`config.mk`:
```
export PLATFORM = sky130hd
export DESIGN_NAME = basic_full_adder
export DESIGN_NICKNAME = d
export VERILOG_FILES = /design/src/rtl/fa_pkg.sv /design/src/rtl/basic_full_adder_half_adder.sv /design/src/rtl/basic_full_adder.sv
export SDC_FILE = /design/constraint.sdc
export NUM_CORES = 1
export LEC_CHECK = 0
export CELL_PAD_IN_SITES_DETAIL_PLACEMENT = 0
export CELL_PAD_IN_SITES_GLOBAL_PLACEMENT = 2
export CORE_UTILIZATION = 21
export CTS_CLUSTER_DIAMETER = 80
export CTS_CLUSTER_SIZE = 12
export DETAILED_ROUTE_END_ITERATION = 8
export GPL_TIMING_DRIVEN = 0
export MAX_ROUTING_LAYER = met4
export PLACE_DENSITY_LB_ADDON = 0.1
export RECOVER_POWER = 100
export REMOVE_ABC_BUFFERS = 1
export SLEW_MARGIN = 20
export SYNTH_ARGS = -nofsm -noshare
export SYNTH_HDL_FRONTEND = slang
export SYNTH_SLANG_ARGS = --single-unit
```
`constraint.sdc`:
```
create_clock -name clk -period 1.7 [get_ports clk]
set_clock_uncertainty 0.15 [all_clocks]
set_input_delay 0.425 -clock clk [delete_from_list [all_inputs] [get_ports clk]]
set_output_delay 0.425 -clock clk [all_outputs]
set_load 0.05 [all_outputs]
```
`src/rtl/fa_pkg.sv`:
```
// Shared definitions for the basic full adder cell: the default counter width
// and the packed {carry, sum} result type.
package fa_pkg;

   localparam int FA_CNT_W_DEFAULT = 8;

   typedef struct packed {
      logic c;
      logic s;
   } fa_res_t;

endpackage : fa_pkg

```
`src/rtl/basic_full_adder_half_adder.sv`:
```
// Half adder leaf: two-bit sum and carry. Two of these make a full adder.
module half_adder (
   input  logic x,
   input  logic y,
   output logic s,
   output logic c
);

   assign s = x ^ y;
   assign c = x & y;

endmodule : half_adder

```
`src/rtl/basic_full_adder.sv`:
```
// 1-bit full adder with a zero-latency combinational result, a registered copy
// qualified by in_valid, and a saturating count of carry-producing additions.
module basic_full_adder
   import fa_pkg::*;
#(
   parameter int CNT_W = FA_CNT_W_DEFAULT
) (
   input  logic             clk,
   input  logic             rst_n,
   input  logic             a,
   input  logic             b,
   input  logic             c_in,
   input  logic             in_valid,
   output logic             sum,
   output logic             c_out,
   output logic             sum_q,
   output logic             c_out_q,
   output logic             out_valid,
   output logic [CNT_W-1:0] carry_cnt
);

   localparam logic [CNT_W-1:0] CNT_MAX = '1;

   logic    ha0_s;
   logic    ha0_c;
   logic    ha1_s;
   logic    ha1_c;
   fa_res_t res;
   fa_res_t res_q;

   half_adder ha0 (
      .x (a),
      .y (b),
      .s (ha0_s),
      .c (ha0_c)
   );

   half_adder ha1 (
      .x (ha0_s),
      .y (c_in),
      .s (ha1_s),
      .c (ha1_c)
   );

   // The combinational result never touches clk/rst_n, so it works with both unconnected.
   assign res   = '{c: ha0_c | ha1_c, s: ha1_s};
   assign sum   = res.s;
   assign c_out = res.c;

   // NOTE: non-blocking assignments so every register samples pre-edge values.
   always_ff @(posedge clk) begin
      if (!rst_n) begin
         res_q     <= '0;
         out_valid <= 1'b0;
         carry_cnt <= '0;
      end else begin
         out_valid <= in_valid;
         // Everything below is gated by in_valid, so unknown operands on idle cycles cannot leak in.
         if (in_valid) begin
            res_q <= res;
            if (res.c && (carry_cnt != CNT_MAX)) begin
               carry_cnt <= carry_cnt + CNT_W'(1);
            end
         end
      end
   end

   assign sum_q   = res_q.s;
   assign c_out_q = res_q.c;

endmodule : basic_full_adder

```
After elaboration in Yosys (flattened, before gate mapping)
Index checks and enable logic that the tools add are counted.
{"block": "word_totals", "mem_count": 0, "latchBits": 0, "ram_bits": 0, "regBits": 11, "word_cells": 13, "rom_bits": 0, "output_inout_bits": 13}
{"block": "op_classes", "order_cmp": 0, "mul": 0, "div": 0, "shift": 0, "n_addsub": 1, "mux": 0, "reduce_logical": 2, "bitwise_logic": 5, "eq_ne": 1}
{"op": "8-bit by 1-bit adder with 8-bit output, second input constant", "n": 1}
{"op": "8-bit != test, second input constant", "n": 1}
{"op": "1-bit bitwise AND", "n": 2}
{"op": "2-bit AND reduction", "n": 1}
{"op": "1-bit XOR", "n": 2}
{"op": "1-bit logical AND", "n": 1}
{"op": "1-bit OR", "n": 1}

Depth between registers and ports, before layout
{"block": "depth", "depth_word": 5, "ltp_mapped": 5, "mapped_depth_nobuf": 5}

Cells and area by module
A second synthesis with hierarchy kept.
{"block": "unflattened", "cells_unflattened": 54, "area_unflattened_um2": 506.7}
{"module": "basic_full_adder", "seq_area_each_um2": 220.2, "n_inst": 1, "area_each_um2": 481.7, "cells_per_inst": 52}
{"module": "half_adder", "seq_area_each_um2": 0.0, "n_inst": 2, "area_each_um2": 12.5, "cells_per_inst": 1}

Worst setup path before layout
OpenSTA, ideal clock, no wires.
{"block": "synth_path", "path_kind": "in2reg", "startpoint": "input b", "endpoint": "register carry_cnt[7]", "arrival_time_ns": 1.942, "n_path_buf": 0, "setup_time_ns": 0.072, "path_slack_ns": -0.464, "stages": 5, "required_ns": 1.478, "cell_sequence": "fa_1 > and2_4 > nand4_4 > or4_1 > a21oi_1"}
{"block": "synth_via", "elab_chain_len": 5, "word_cells_on_any_way": 6, "cone_classes": "bitwise: 4; reduce/logical: 2"}
{"item": "start: declaration", "line_no": "basic_full_adder.sv:11", "text": "input logic b,"}
{"item": "1-bit XOR", "line_no": "basic_full_adder_half_adder.sv:9", "text": "assign s = x ^ y;"}
{"item": "1-bit bitwise AND", "line_no": "basic_full_adder_half_adder.sv:10", "text": "assign c = x & y;"}
{"item": "1-bit OR (*)", "line_no": "basic_full_adder.sv:46", "text": "assign res = '{c: ha0_c | ha1_c, s: ha1_s};"}
{"item": "1-bit logical AND (*)", "line_no": "basic_full_adder.sv:61", "text": "if (res.c && (carry_cnt != CNT_MAX)) begin"}
{"item": "2-bit AND reduction (no line) (*)"}
{"item": "end signal: assignment", "line_no": "basic_full_adder.sv:62", "text": "carry_cnt <= carry_cnt + CNT_W'(1);"}
{"item": "end: declaration", "line_no": "basic_full_adder.sv:19", "text": "output logic [CNT_W-1:0] carry_cnt"}
Every way passes the cells marked *; elsewhere a longest branch is shown, timed or not.
A chain may end at the register's enable or synchronous reset.

Worst setup path after layout
{"block": "layout_path", "startpoint": "input a", "endpoint": "output sum"}
{"block": "layout_via", "elab_chain_len": 2}
{"item": "start: declaration", "line_no": "basic_full_adder.sv:10", "text": "input logic a,"}
{"item": "1-bit XOR (2 in series)", "line_no": "basic_full_adder_half_adder.sv:9"}
{"item": "end: declaration", "line_no": "basic_full_adder.sv:14", "text": "output logic sum,"}
No other way between the ends.

==> flow_metrics.env <==
export IMPL_io_buffers=18
export IMPL_drc=0
export IMPL_crit_type="in -> out"
export IMPL_crit_fanout=2
export IMPL_hpwl_um=897
export IMPL_cts_tree="yes"
export IMPL_crit_path_start="a"
export IMPL_rsz0062_at_grt="true"
export IMPL_drt_iter0_drc=3
export IMPL_place_gp_congestion=0.685
export IMPL_clk_pin_slew_ns=0.07
export IMPL_fp_dieW_um=51.4
export IMPL_p_sw_w=0.000180
export IMPL_worstPathRequired_ns=1.12
export IMPL_hp_start="c_out_q"
export IMPL_worst_pin_slew_ns=0.479
export IMPL_slew_headroom_pct=68.2
export IMPL_min_path_type="reg -> reg"
export IMPL_cts_buffers_inserted=3
export IMPL_overflow=0
export IMPL_synthFlopType="dfxtp_1"
export IMPL_clock_latency_ns=0.27
export IMPL_synthArstFlopShare_pct=0
export IMPL_power_frac_comb_pct=22.8
export IMPL_grtUsageMet2_pct=16.5
export IMPL_cts_sink_count=11
export IMPL_busiest_layer="met2"
export IMPL_setup_ws_ns=-0.127
export IMPL_dieArea_um2=2640
export IMPL_avgSynthCellArea_um2=9.66
export IMPL_met3_usage_pct=2.68
export IMPL_syn_inst=53
export IMPL_area_growth_pct=52.3
export IMPL_setup_viol=2
export IMPL_drtPass1Iterations=3
export IMPL_grt_max_degree=10
export IMPL_cts_root_buffer="clkbuf_4"
export IMPL_period_share_pct=107
export IMPL_ir_drop_mv=0.307
export IMPL_htreeDepth=1
export IMPL_synth_top_area_cell="dfxtp_1"
export IMPL_antenna_cells=0
export IMPL_cp_arrival_ns=1.25
export IMPL_vias_per_cell=4.59
export IMPL_track_usage_pct=11.7
export IMPL_yosysMostFrequentCell="dfxtp_1"
export IMPL_clockBufferDepth=2
export IMPL_p_sw_share_pct=30.5
export IMPL_maxCapViolCount=0
export IMPL_synth_seq_cells=11
export IMPL_num_nets_final=89
export IMPL_core_um2=2250
export IMPL_ys_types=26
export IMPL_r2r_start="carry_cnt[0]"
export IMPL_violations="negative setup slack"
export IMPL_p_leak_nw=0.347
export IMPL_via_count=496
export IMPL_nFillCells=280
export IMPL_seq_power_share_pct=46.1
export IMPL_internal_power_w=0.000410
export IMPL_period_needed_ns=1.83
export IMPL_grtUsageMet1_pct=15.1
export IMPL_start_util_pct=22.7
export IMPL_p_total_w=0.000590
export IMPL_grt_pass1_wl_mm=2.16
export IMPL_holdWs_ns=0.348
export IMPL_placementRows=17
export IMPL_yosysSeqAreaShare_pct=43.0
export IMPL_finalMaxSlewViolations=0
export IMPL_synth_common_cells="dfxtp_1 (11), nor2_1 (7), nand3_1 (4), o21ai_0 (4)"
export IMPL_dieHeight_um=51.4
export IMPL_netlist_area_leader_share_pct=43.0
export IMPL_end_kind="output pin"
export IMPL_ys_top_cells_by_area="dfxtp_1 (43%), mux2i_1 (5.9%), nor2_1 (5.1%), nand4_4 (4.2%), fa_1 (3.9%)"
export IMPL_synth_edff_count=0
export IMPL_routed_wirelength_mm=1.23
export IMPL_ant_nets=0
export IMPL_antenna_found_initial=0
export IMPL_fmax_mhz=547
export IMPL_p_per_area_nw_per_um2=757
export IMPL_status="finished, violations left"
export IMPL_ios=19
export IMPL_start_kind="input pin"
export IMPL_finalHoldViolations=0
export IMPL_drive_gt1_share_pct=40.0
export IMPL_ys_warn_count=0
export IMPL_syn_area_um2=512
export IMPL_grt_pass1_vias=487
export IMPL_wl_per_cell_um=11.4
export IMPL_clkPwrFrac_pct=31.1
==> final timing paths <==
path / to / slack (ns) / cells after the start
setup / recovery: sum / -0.13 / 3
hold / removal: c_out_q / 0.35 / 2
setup reg to reg: carry_cnt[7] / 0.10 / 4
hold reg to reg: c_out_q / 0.35 / 2
==> critical path: stages <==
cell and delay (ns):
buf_6 0.09, fa_2 0.58, buf_8 0.15
==> registers in the layout (all words and copies together) (netlist names) <==
name and count:
out_valid 1, carry_cnt 8, sum_q 1, c_out_q 1
==> power by group through the flow <==
| stage | combinational [W] | sequential [W] | clock, W |
|---|---|---|---|
| after global routing | 0.000143 | 0.000274 | 0.000213 |
| after floorplan | 0.0000494 | 0.000307 | 0 |
| final | 0.000134 | 0.000272 | 0.000183 |
| after detailed placement | 0.000124 | 0.000278 | 0 |
| after CTS | 0.000131 | 0.000272 | 0.000196 |
| after global placement | 0.000124 | 0.000278 | 0 |
==> routing by layer <==
layer	routed length (um)	share of wire [%]	vias up
li1	-	-	248
met1	594	48	233
met2	564	46	13
met3	62	5.0	2
met4	12	0.97	0
met5	0	0	-
==> cells by family after synthesis <==
| group | count (synthesis) | synth area share (%) |
|---|---|---|
| AOI/OAI and AO/OA | 11 | 13.2 |
| xor gates and xnor gates | 2 | 3.42 |
| adders and majority gates | 2 | 6.36 |
| buffers and inverters | 2 | 1.47 |
| DFF | 11 | 43.0 |
| muxes | 3 | 5.87 |
| and+or+nand+nor | 22 | 26.7 |
==> what timing repair did <==
| item | in CTS | in global routing |
|---|---|---|
| hold buffers | 0 | 0 |
| resized for setup | 61 | 17 |
| buffers inserted | 3 | 2 |
| endpoints found under the setup margin | 21 | 11 |
| pin swaps | 2 | 3 |
==> stage by stage <==
step	cell area [um^2]	setup slack, ns	setup TNS (ns)	utilization (%)	std cells
2_1_floorplan	512	-0.464	-2.74	-	53
3_3_place_gp	727	-1.11	-7.31	32.2	99
3_5_place_dp	727	-1.12	-7.41	32.2	99
4_1_cts	771	-0.144	-0.230	34.2	106
5_1_grt	779	-0.136	-0.272	34.6	108
6_report	779	-0.127	-0.132	34.6	108
==> area by class of cell <==
| cell class | count | area, um^2 | area share, % |
|---|---|---|---|
| Tap cell | 28 | 35.0 | 4.49 |
| Clock buffer | 4 | 26.3 | 3.37 |
| Sequential cell | 11 | 221 | 28.4 |
| Inverter | 2 | 7.51 | 0.963 |
| Timing Repair Buffer | 23 | 191 | 24.6 |
| Multi-Input combinational cell | 40 | 298 | 38.2 |
==> cells in the final DEF, fill, tap and decap left out, drive strengths merged <==
cell	instances
a21oi	3
a31oi	1
and2	2
and3	2
and4	1
buf	9
clkbuf	11
clkdlybuf4s15	5
clkinv	1
dfxtp	11
dlygate4sd2	1
dlygate4sd3	1
fa	1
ha	1
inv	1
mux2i	3
nand2	1
nand2b	1
nand3	4
nand4	2
nor2	7
o2111ai	1
o211a	1
o21ai	4
o31ai	1
or3	1
or4	1
xor2	2
Note: power is estimated with default switching activity, not from simulation.
